File: src/rtl/dff_pipe.sv
// Register pipeline with per-stage valids, valid/ready on both ends,
// bubble collapse under backpressure and synchronous flush.
module dff_pipe #(
  parameter int WIDTH = 8,
  parameter int DEPTH = 4,
  parameter logic [WIDTH-1:0] RESET_VAL = '0
) (
  input  logic                       clk,
  input  logic                       rst,
  input  logic                       flush,
  input  logic                       in_valid,
  output logic                       in_ready,
  input  logic [WIDTH-1:0]           in_data,
  output logic                       out_valid,
  input  logic                       out_ready,
  output logic [WIDTH-1:0]           out_data,
  output logic [$clog2(DEPTH+1)-1:0] count
);

  localparam int CW = $clog2(DEPTH+1);

  logic [DEPTH-1:0] v;
  logic [DEPTH-1:0] adv;
  logic [DEPTH-1:0] load;
  logic [WIDTH-1:0] d   [DEPTH];
  logic [WIDTH-1:0] src [DEPTH];
  logic             in_xfer;
  logic             out_xfer;
  logic             go;

  // Ready ripples from the output end back to the input in one cycle.
  always_comb begin
    adv = '0;
    go  = v[DEPTH-1] & out_ready & ~flush;
    adv[DEPTH-1] = go;
    for (int k = DEPTH-2; k >= 0; k--) begin
      go     = v[k] & (~v[k+1] | go);
      adv[k] = go;
    end
  end

  assign in_ready  = (~v[0] | adv[0]) & ~flush;
  assign out_valid = v[DEPTH-1] & ~flush;
  assign out_data  = d[DEPTH-1];
  assign in_xfer   = in_valid & in_ready;
  assign out_xfer  = out_valid & out_ready;

  always_comb begin
    load    = '0;
    load[0] = in_xfer;
    src[0]  = in_data;
    for (int k = 1; k < DEPTH; k++) begin
      load[k] = adv[k-1];
      src[k]  = d[k-1];
    end
  end

  always_ff @(posedge clk or posedge rst) begin
    if (rst) begin
      v     <= '0;
      count <= '0;
      for (int k = 0; k < DEPTH; k++) d[k] <= RESET_VAL;
    end else if (flush) begin
      v     <= '0;
      count <= '0;
      for (int k = 0; k < DEPTH; k++) d[k] <= RESET_VAL;
    end else begin
      for (int k = 0; k < DEPTH; k++) begin
        if (load[k]) begin
          v[k] <= 1'b1;
          d[k] <= src[k];
        end else if (adv[k]) begin
          v[k] <= 1'b0;
        end
      end
      unique case ({in_xfer, out_xfer})
        2'b10:   count <= count + CW'(1);
        2'b01:   count <= count - CW'(1);
        default: count <= count;
      endcase
    end
  end

endmodule

File: config.mk
export PLATFORM = sky130hd
export DESIGN_NAME = dff_pipe
export DESIGN_NICKNAME = d
export VERILOG_FILES = /design/src/rtl/dff_pipe.sv
export SDC_FILE = /design/constraint.sdc
export NUM_CORES = 1
export LEC_CHECK = 0
export BUFFER_PORTS_ARGS = -buffer_cell sky130_fd_sc_hd__buf_4
export CORE_MARGIN = 2
export CORE_UTILIZATION = 39
export DETAILED_ROUTE_END_ITERATION = 10
export PLACE_DENSITY = 0.62
export SETUP_SLACK_MARGIN = 0.15
export SYNTH_ARGS = -nofsm -noshare
export SYNTH_HDL_FRONTEND = slang
export SYNTH_SLANG_ARGS = --single-unit
File: constraint.sdc
create_clock -name clk -period 4.6 [get_ports clk]
set_clock_uncertainty 0.05 [all_clocks]
set_input_delay 0.23 -clock clk [delete_from_list [all_inputs] [get_ports clk]]
set_output_delay 0.23 -clock clk [all_outputs]
set_load 0.03 [all_outputs]
# --- Yosys cells after proc, flatten, opt, wreduce, memory -nomap -nowiden ---
# Cells that the tools add are included.
classes:
  addsub: 2
  n_eq_ne: 2
  mux: 16
  bitwise_logic: 18
  reduce_logical: 9
op_table:
  columns: ["cell", "count"]
  rows:
  - ["$mux W32", 1]
  - ["$mux W8", 4]
  - ["$reduce_bool A3 Y1", 5]
  - ["$and A1 B1 Y1", 9]
  - ["$mux W1", 8]
  - ["$reduce_bool A2 Y1", 4]
  - ["$pmux W3 S2", 1]
  - ["$not A1 Y1", 5]
  - ["$mux W4", 1]
  - ["$or A1 B1 Y1", 4]
  - ["$add A3 B1 Y3 const B", 1]
  - ["$mux W3", 1]
  - ["$sub A3 B1 Y3 const B", 1]
  - ["$eq A2 B1 Y1 const B", 1]
  - ["$eq A2 B2 Y1 const B", 1]
totals:
  register_bits: 39
  inputBits: 13
  out_inout_bits: 13
  word_cells: 56

# --- Depth between registers and ports, before layout ---
# Gate-level depths: netlist (run 1).
depth:
  word_depth: 14
  ltp_mapped: 7
  mapped_depth_nobuf: 7

# --- Worst setup path before layout (run 1) ---
# OpenSTA, ideal clock, no wires.
synth_timing:
  path_type: "reg-to-reg"
  start: "register v[3]"
  end: "register count[2]"
  setup_time_ns: 0.074
  arrival_ns: 2.046
  t_required_ns: 4.476
  setup_slack_ns: 2.429
  path_stages_with_launch: 8
  path_buffers: 0
  period_less_slack_ns: 2.171
  cell_sequence: "dfrtp_1 > and4b_4 > a21boi_4 > nor3_1 > fa_1 > or3_1 > a21o_1 > a21oi_2"
synth_between:
  elab_chain_len: 14
  elab_cells_between_ends: 19
  classes_between: "eq/ne (2); mux (2); bitwise (14); reduce/logical (1)"
synth_lines:
  columns: ["item", "line_no", "source"]
  rows:
  - ["start: declaration", "22", "logic [DEPTH-1:0] v;"]
  - ["start signal: assignment", "60", "v <= '0;"]
  - ["start signal: assignment", "64", "v <= '0;"]
  - ["start signal: indexed assignment", "70", "v[k] <= 1'b1;"]
  - ["$and A1 B1 Y1 (2 in a row)", "34", "go = v[DEPTH-1] & out_ready & ~flush;"]
  - ["$or A1 B1 Y1", "37", "go = v[k] & (~v[k+1] | go);"]
  - ["$and A1 B1 Y1", "37", null]
  - ["$or A1 B1 Y1", "37", null]
  - ["$and A1 B1 Y1", "37", null]
  - ["$or A1 B1 Y1", "37", null]
  - ["$and A1 B1 Y1", "37", null]
  - ["$or A1 B1 Y1", "42", "assign in_ready = (~v[0] | adv[0]) & ~flush;"]
  - ["$and A1 B1 Y1", "42", null]
  - ["$and A1 B1 Y1", "45", "assign in_xfer = in_valid & in_ready;"]
  - ["$eq A2 B1 Y1 / $eq A2 B2 Y1 (equally long branches)", "76", "unique case ({in_xfer, out_xfer})"]
  - ["$pmux W3 S2", "76", null]
  - ["$mux W3", "63", "end else if (flush) begin"]
  - ["end signal: assignment", "77", "2'b10: count <= count + CW'(1);"]
  - ["end signal: assignment", "78", "2'b01: count <= count - CW'(1);"]
  - ["end signal: assignment", "79", "default: count <= count;"]
  - ["end: declaration", "17", "output logic [$clog2(DEPTH+1)-1:0] count"]
# Parallel ways exist; a longest one is shown, timed or not.
# A chain may end at the register's enable or synchronous reset.

# --- Worst setup path in the final report (run 1) ---
# Ends and elaborated chain as after synthesis.

==> impl_metrics.json, run 1 <==
{
  "status": "completed",
  "maxCapViolations": 0,
  "clock-sinks": 39,
  "tightest_slew_ns": 0.598,
  "critical_path_class": "reg -> reg",
  "finalSetupViolCount": 0,
  "die_w_um": 70.1,
  "io_buffers": 25,
  "netlist_area_mm2": 0.00170,
  "numCtsBuffers": 5,
  "drc": 0,
  "boundaryPins": 26,
  "postSynthAreaPerCell_um2": 11.6,
  "wl_mm": 3.01,
  "drive_gt1_share_pct": 25.3,
  "ant_nets": 0,
  "instances_no_fill": 222,
  "final_max_slew_viol_count": 0,
  "layout_min_cycle_time_ns": 2.34,
  "synth-seq-cells": 39,
  "gr-usage-all-layers_pct": 14.2,
  "vias_per_cell": 5.16,
  "num_vias": 1146,
  "antenna_found_initial": 0,
  "grt_pass1_vias": 1153,
  "die_y_um": 70.1,
  "setup_tns_ns": 0,
  "cts.htree.levels": 2,
  "nNetsFinal": 183,
  "dieArea_mm2": 0.00491,
  "drtIter0Drc": 60,
  "synthToLayoutAreaGrowth_pct": 18.9,
  "crit_path_start_kind": "register",
  "grt_pass1_wl_mm": 5.52,
  "peakVddDrop_uv": 180,
  "rsz0062_at_grt": "no",
  "fill_cells": 406,
  "cts_resized": 0,
  "power_density_mw_per_mm2": 373,
  "ys_warn_count": 0,
  "hold_buffers": 0,
  "cp_max_fo": 10,
  "ys_types": 29,
  "row_count": 24,
  "dr.pass1.iters": 4,
  "synthCells": 147,
  "hold_class": "in -> async",
  "mostFrequentLayoutCells": "dfrtp_1 (39), buf_4 (26), nand2_1 (19)",
  "grt_max_degree": 40,
  "power.total_w": 0.000756,
  "clk_path_buf_depth": 2,
  "ys_seq_area_share_pct": 57.3,
  "worstPathRequired_ns": 4.77,
  "grt_overflow": 0,
  "gp_congestion": 0.718,
  "dp_hpwl_mm": 2.14,
  "slew_headroom_pct": 60.1,
  "root_buffer": "clkbuf_8",
  "n_antenna_cell": 0,
  "holdWs_ns": 0.00898,
  "crit_path_end_kind": "register",
  "post_cts_buffers": 0,
  "fmax_mhz": 428,
  "hold_viol_final": 0,
  "synth.net_count": 161,
  "cts_tree": "yes",
  "core-area_mm2": 0.00429,
  "start_util_pct": 39.7,
  "fin_crit_sh_pct": 50.8,
  "layout_commonest_cell": "dfrtp_1",
  "wl_per_cell_um": 13.6,
  "clk_pin_slew_ns": 0.08,
  "place_inst": 214,
  "total_leakage_power_nw": 1.01,
  "clock_latency_ns": 0.29,
  "critPathArrivalTime_ns": 2.51
}
[flip-flops by register name, summed over array words and instances, names as in the netlist]
name	count
v	4
out_data	8
d	24
count	3
[metrics by stage]
stage	setup slack, ns	instance area (µm²)	utilization [%]
finish	2.26	2030	47.2
CTS	2.25	2030	47.2
detailed placement	2.28	1890	44.1
global route	2.13	2030	47.2
global placement	2.36	1890	44.1
floorplan	2.43	1700	-
[path summary, 6_finish.rpt]
check	startpoint	to	slack, ns	depth (start not counted)
worst max-delay path	v[3]	count[2]	2.26	7
max in group asynchronous	rst	d[19]	4.15	3
worst min register to register	d[20]	d[12]	0.45	1
worst max register to register	v[3]	count[2]	2.26	7
min in group clk	in_data[1]	d[25]	0.12	3
worst min-delay path	rst	d[21]	0.009	3
[critical path, cell delays in order (launching register included)]
cell and delay, ns:
dfrtp_1 0.46, and4b_4 0.27, a21boi_4 0.30, nor3_1 0.11, fa_1 0.39, or3_1 0.38
a21o_1 0.20, a21oi_2 0.12
[layout make-up]
type / instances / area [µm²] / share of cell area (%)
Clock buffer: 6 / 72.6 / 3.58
Clock inverter: 2 / 60.1 / 2.96
Inverter: 5 / 18.8 / 0.926
Multi-Input combinational cell: 92 / 638 / 31.5
Sequential cell: 39 / 976 / 48.2
Tap cell: 52 / 65.1 / 3.21
Timing Repair Buffer: 26 / 195 / 9.64
[cell families (layout without fill, tap and decap cells)]
| logic type | count (synthesis) | after routing | synth area share (%) |
|---|---|---|---|
| AO/OA/AOI/OAI | 39 | 39 | 18.6 |
| XOR/XNOR | 2 | 2 | 1.03 |
| adder cells (fa/ha/maj) | 1 | 1 | 1.17 |
| buffers and inverters | 16 | 39 | 5.29 |
| flip-flops | 39 | 39 | 57.3 |
| multiplexers | 8 | 8 | 4.70 |
| AND/OR/NAND/NOR | 42 | 42 | 11.9 |
[per-layer routing]
metal / wire length, µm / global-route usage [%] / share of wire (%) / vias up
met3: 155 / 3.75 / 5.1 / 7
li1: - / - / - / 550
met4: 64 / 7.05 / 2.1 / 0
met2: 1340 / 21.1 / 45 / 29
met5: 0 / 0 / 0 / -
met1: 1450 / 19.4 / 48 / 560
[cells in the mapped netlist]
| cell | n | area [µm²] |
|---|---|---|
| or3_1 | 1 | 6.26 |
| clkbuf_1 | 1 | 3.75 |
| xnor2_1 | 1 | 8.76 |
| a211oi_1 | 1 | 7.51 |
| buf_1 | 2 | 7.51 |
| a22o_1 | 16 | 140 |
| mux2i_1 | 8 | 80.1 |
| nor3_2 | 1 | 10.0 |
| nor2b_1 | 1 | 6.26 |
| nand2_2 | 1 | 6.26 |
| nand3b_1 | 2 | 15.0 |
| a21boi_4 | 1 | 18.8 |
| a21oi_1 | 14 | 70.1 |
| nand2_1 | 19 | 71.3 |
| dfrtp_1 | 39 | 976 |
| nand4b_2 | 1 | 15.0 |
| xor2_1 | 1 | 8.76 |
| a311oi_2 | 1 | 15.0 |
| and4b_4 | 1 | 13.8 |
| inv_1 | 5 | 18.8 |
| nand3_1 | 1 | 5.00 |
| nor3_1 | 1 | 5.00 |
| a21o_1 | 1 | 7.51 |
| buf_4 | 8 | 60.1 |
| a21oi_2 | 2 | 17.5 |
| o21ai_4 | 2 | 32.5 |
| nor2_1 | 13 | 48.8 |
| fa_1 | 1 | 20.0 |
| o2111ai_1 | 1 | 8.76 |
[power by group]
| part | internal (W) | switching [W] | total (W) | leakage, nW |
|---|---|---|---|---|
| Combinational | 0.0000241 | 0.0000364 | 0.0000605 | 0.414 |
| Clock | 0.000217 | 0.000119 | 0.000336 | 0.0654 |
| Sequential | 0.000351 | 0.00000834 | 0.000360 | 0.535 |
No activity file was read; power rests on OpenSTA's default activity.
==> inputs of run 2 (changes only) <==
==> constraint.sdc (replaced) <==
create_clock -name clk -period 2.4 [get_ports clk]
set_clock_uncertainty 0.05 [all_clocks]
set_input_delay 0.12 -clock clk [delete_from_list [all_inputs] [get_ports clk]]
set_output_delay 0.12 -clock clk [all_outputs]
set_load 0.03 [all_outputs]
==> impl_metrics.json, run 2 (same netlist as run 1, synthesis figures left out) <==
{
  "dp_hpwl_mm": 2.14,
  "worstPathCellList": "and4b_4 > a21boi_4 > nor3_1 > fa_1 > or3_1 > a21o_1 > a21oi_2",
  "post_cts_buffers": 0,
  "finalSetupViolCount": 0,
  "start_util_pct": 39.7,
  "critical_path_class": "reg -> reg",
  "setup_tns_ns": 0,
  "top_register": "d",
  "fmax_mhz": 469,
  "cts.htree.levels": 2,
  "peakVddDrop_uv": 415,
  "drc": 0,
  "grt_pass1_wl_mm": 5.20,
  "row_count": 24,
  "vias_per_cell": 4.98,
  "n_antenna_cell": 0,
  "dieArea_mm2": 0.00491,
  "final_max_slew_viol_count": 0,
  "cp_slowest_stage_delay_ns": 0.45,
  "clock-sinks": 39,
  "crit_buf_inv": 0,
  "drive_gt1_share_pct": 26.7,
  "die_w_um": 70.1,
  "maxCapViolations": 0,
  "hold_depth": 3,
  "die_y_um": 70.1,
  "synthToLayoutAreaGrowth_pct": 20.0,
  "numCtsBuffers": 5,
  "antenna_found_initial": 0,
  "grt_max_degree": 40,
  "crit_path_end_kind": "register",
  "num_vias": 1115,
  "grt_pass1_vias": 1175,
  "power_density_mw_per_mm2": 704,
  "nNetsFinal": 185,
  "drtIter0Drc": 25,
  "root_buffer": "clkbuf_8",
  "gp_congestion": 0.736,
  "tightest_slew_ns": 0.533,
  "dr.pass1.iters": 4,
  "ant_nets": 0,
  "layout_min_cycle_time_ns": 2.13,
  "cts_tree": "yes",
  "grt_overflow": 0,
  "crit_path_start_kind": "register",
  "cp_max_fo": 7,
  "worstRegToRegCells": 7,
  "total_leakage_power_nw": 1.02,
  "critPathArrivalTime_ns": 2.30,
  "slew_headroom_pct": 64.5,
  "hold_class": "in -> reg",
  "postPlaceCellArea_mm2": 0.00190,
  "hold_viol_final": 0,
  "design_area_mm2": 0.00205,
  "worstPathRequired_ns": 2.57,
  "cp_slowest_cell": "dfrtp_2",
  "path_depth": 7,
  "status": "completed",
  "clk_path_buf_depth": 2,
  "mostFrequentLayoutCells": "dfrtp_1 (37), buf_4 (27), nand2_1 (19)",
  "layout_commonest_cell": "dfrtp_1",
  "gr-usage-all-layers_pct": 13.5,
  "core-area_mm2": 0.00429,
  "clock_latency_ns": 0.29,
  "largest_reg_flops": 24,
  "path_delay_family": "simple AND/OR/NAND/NOR gates",
  "wl_per_cell_um": 13.0,
  "clk_pin_slew_ns": 0.07,
  "fin_crit_sh_pct": 88.8,
  "rsz0062_at_grt": "no",
  "fill_cells": 404,
  "io_buffers": 25,
  "wl_mm": 2.91,
  "boundaryPins": 26
}
run 2: cell types whose count changed in the layout (fill, tap and decap cells not counted):
| cell | change |
|---|---|
| buf_4 | +1 |
| dfrtp_2 | +2 |
| dlygate4sd3_1 | +1 |
| dfrtp_1 | -2 |
run 2: final timing paths:
kind	startpoint	endpoint	slack (ns)
max	v[3]	count[2]	0.27
min	in_data[2]	d[26]	0.02
max reg2reg	v[3]	count[2]	0.27
min reg2reg	d[22]	d[22]	0.45
max in group asynchronous	rst	v[3]	1.49
min in group asynchronous	rst	out_data[3]	0.45
run 2: layer usage:
metal | routed length (µm) | GRT usage (%)
met1 | 1310 | 16.1
met2 | 1400 | 22.5
met5 | 0 | 0
met4 | 57 | 5.77
met3 | 135 | 4.33
run 2: final cells by class:
type / instances / area (µm²) / area share, %
clock buffers: 6 / 72.6 / 3.55
clock inverters: 2 / 60.1 / 2.94
inverters: 5 / 18.8 / 0.917
multi-input cells: 92 / 638 / 31.2
flip-flops and latches: 39 / 978 / 47.8
well taps: 52 / 65.1 / 3.18
repair buffers: 28 / 213 / 10.4
run 2: worst register-to-register path, stage by stage, from the launching register on:
cell	delay, ns
dfrtp_2	0.45
and4b_4	0.25
a21boi_4	0.16
nor3_1	0.07
fa_1	0.39
or3_1	0.38
a21o_1	0.20
a21oi_2	0.12
run 2: what timing repair did:
item / CTS / global route
endpoints found under the setup margin: 0 / 1
resized for setup: 0 / 2
endpoints found under the hold margin: 39 / 0
hold buffers: 1 / 0
run 2: metrics by stage:
stage               power [W]  util [%]  hold WS, ns  std cells  setup WS (ns)
floorplan            0.000775         -        0.197        147          0.229
global placement     0.000816      44.3        0.211        215          0.306
detailed placement   0.000822      44.3        0.229        215          0.230
CTS                   0.00146      47.6       0.0160        224          0.211
global route          0.00150      47.6       0.0200        224          0.173
finish                0.00144      47.6       0.0204        224          0.268
run 2: power breakdown:
group,leakage (nW),switching (W),internal [W]
sequential,0.532,0.0000157,0.000674
combinational,0.423,0.0000696,0.0000485
clock,0.0654,0.000217,0.000415
total,1.02,0.000303,0.00114
==> inputs of run 3 (changes only) <==
==> constraint.sdc (replaced) <==
create_clock -name clk -period 2.8 [get_ports clk]
set_clock_uncertainty 0.05 [all_clocks]
set_input_delay 0.14 -clock clk [delete_from_list [all_inputs] [get_ports clk]]
set_output_delay 0.14 -clock clk [all_outputs]
set_load 0.03 [all_outputs]
==> impl_metrics.json, run 3 (same netlist as run 1, synthesis figures left out) <==
{
  "startpoint": "v[3]",
  "ant_nets": 0,
  "worstRegToRegCells": 7,
  "setup_tns_ns": 0,
  "crit_buf_inv": 0,
  "crit_path_end_kind": "register",
  "clk_path_buf_depth": 2,
  "final_max_slew_viol_count": 0,
  "ff2ff_setup_slack_ns": 0.46,
  "swShare_pct": 24.8,
  "cp_slowest_cell": "dfrtp_1",
  "io_buffers": 25,
  "clock_latency_ns": 0.28,
  "boundaryPins": 26,
  "dp_hpwl_mm": 2.12,
  "clk_pin_slew_ns": 0.07,
  "critical_path_class": "reg -> reg",
  "peakVddDrop_uv": 277,
  "gp_congestion": 0.719,
  "r2r-start": "v[3]",
  "wl_per_cell_um": 13.5,
  "reg2reg_to": "count[2]",
  "status": "completed",
  "fmax_mhz": 428,
  "design_area_mm2": 0.00199,
  "layout_min_cycle_time_ns": 2.34,
  "worstPathRequired_ns": 2.96,
  "drive_gt1_share_pct": 25.1,
  "crit_path_start_kind": "register",
  "die_y_um": 70.1,
  "largest_reg_flops": 24,
  "postPlaceCellArea_mm2": 0.00189,
  "hold_start": "in_data[4]",
  "cts.htree.levels": 2,
  "hold_class": "in -> reg",
  "nNetsFinal": 184,
  "power_density_mw_per_mm2": 530,
  "numCtsBuffers": 5,
  "slew_headroom_pct": 59.7,
  "hold_buffers": 1,
  "maxCapViolations": 0,
  "cts_tree": "yes",
  "die_w_um": 70.1,
  "hold_depth": 3,
  "hold_viol_final": 0,
  "grt_overflow": 0,
  "num_vias": 1107,
  "row_count": 24,
  "tightest_slew_ns": 0.604,
  "grt_pass1_wl_mm": 5.19,
  "layout_commonest_cell": "dfrtp_1",
  "grt_pass1_vias": 1069,
  "start_util_pct": 39.7,
  "gr-usage-all-layers_pct": 13.4,
  "cts_resized": 0,
  "n_antenna_cell": 0,
  "fin_crit_sh_pct": 83.4,
  "internal_power_w": 0.000792,
  "seqPwrFrac_pct": 56.1,
  "wl_mm": 3.00,
  "path_delay_family": "simple AND/OR/NAND/NOR gates",
  "drtIter0Drc": 52,
  "dr.pass1.iters": 4,
  "dieArea_mm2": 0.00491,
  "mostFrequentLayoutCells": "dfrtp_1 (39), buf_4 (26), nand2_1 (19)",
  "grt_max_degree": 40,
  "min_to": "d[28]",
  "top_register": "d",
  "antenna_found_initial": 0,
  "finalSetupViolCount": 0,
  "vias_per_cell": 4.96,
  "core-area_mm2": 0.00429,
  "clkPwrFrac_pct": 34.3,
  "rsz0062_at_grt": "no",
  "root_buffer": "clkbuf_8",
  "critPathArrivalTime_ns": 2.50,
  "p_comb_share_pct": 9.6,
  "drc": 0,
  "p_sw_w": 0.000261,
  "clock-sinks": 39,
  "cp_slowest_stage_delay_ns": 0.46,
  "total_leakage_power_nw": 0.995,
  "synthToLayoutAreaGrowth_pct": 16.7,
  "holdWs_ns": 0.0394,
  "worstPathCellList": "and4b_4 > a21boi_4 > nor3_1 > fa_1 > or3_1 > a21o_1 > a21oi_2",
  "post_cts_buffers": 0,
  "cp_max_fo": 10
}
==> run 3: cell types whose count changed in the layout (fill, tap and decap cells not counted) <==
cell,before,now
buf_4,27,26
bufinv_16,2,0
clkinv_2,0,1
dfrtp_1,37,39
clkinvlp_4,0,1
dfrtp_2,2,0
==> run 3: worst max path at each step <==
stage	to	slack, ns	cells after the start
6_report	count[2]	0.46	7
5_1_grt	count[2]	0.34	7
4_1_cts	count[2]	0.45	7
3_5_place_dp	count[2]	0.46	7
3_3_place_gp	count[2]	0.55	7
2_1_floorplan	count[2]	0.63	7
==> run 3: layout make-up <==
cell class,count,area (µm²)
fill,417,2310
sequential,39,976
multi-input combinational,92,638
timing repair buffer,27,205
clock buffer,6,72.6
tap,52,65.1
inverter,5,18.8
clock inverter,2,12.5
==> run 3: routing by layer <==
layer | part of all wire, % | up-vias | track usage [%]
met1 | 48 | 524 | 18.1
met4 | 0.73 | 0 | 3.85
met2 | 46 | 26 | 20.5
met5 | 0 | - | 0
met3 | 4.8 | 2 | 4.91
li1 | - | 555 | -
==> run 3: tightest hold or removal path, stage by stage <==
cell and delay (ns):
buf_4 0.11, nand2_1 0.04, a21oi_1 0.05
==> run 3: through the flow <==
step / power (W) / std cells / utilization [%] / worst slack, ns
finish: 0.00105 / 223 / 46.3 / 0.465
global route: 0.00111 / 223 / 46.3 / 0.340
floorplan: 0.000664 / 147 / - / 0.629
detailed placement: 0.000703 / 214 / 44.1 / 0.464
CTS: 0.00107 / 223 / 46.3 / 0.452
global placement: 0.000699 / 214 / 44.1 / 0.555
==> run 3: power groups by stage <==
stage	clock [W]	combinational (W)	sequential, W
floorplan	0	0.0000583	0.000606
finish	0.000362	0.000101	0.000591
CTS	0.000376	0.000102	0.000591
detailed placement	0	0.000101	0.000602
global route	0.000402	0.000113	0.000593
global placement	0	0.0000976	0.000601
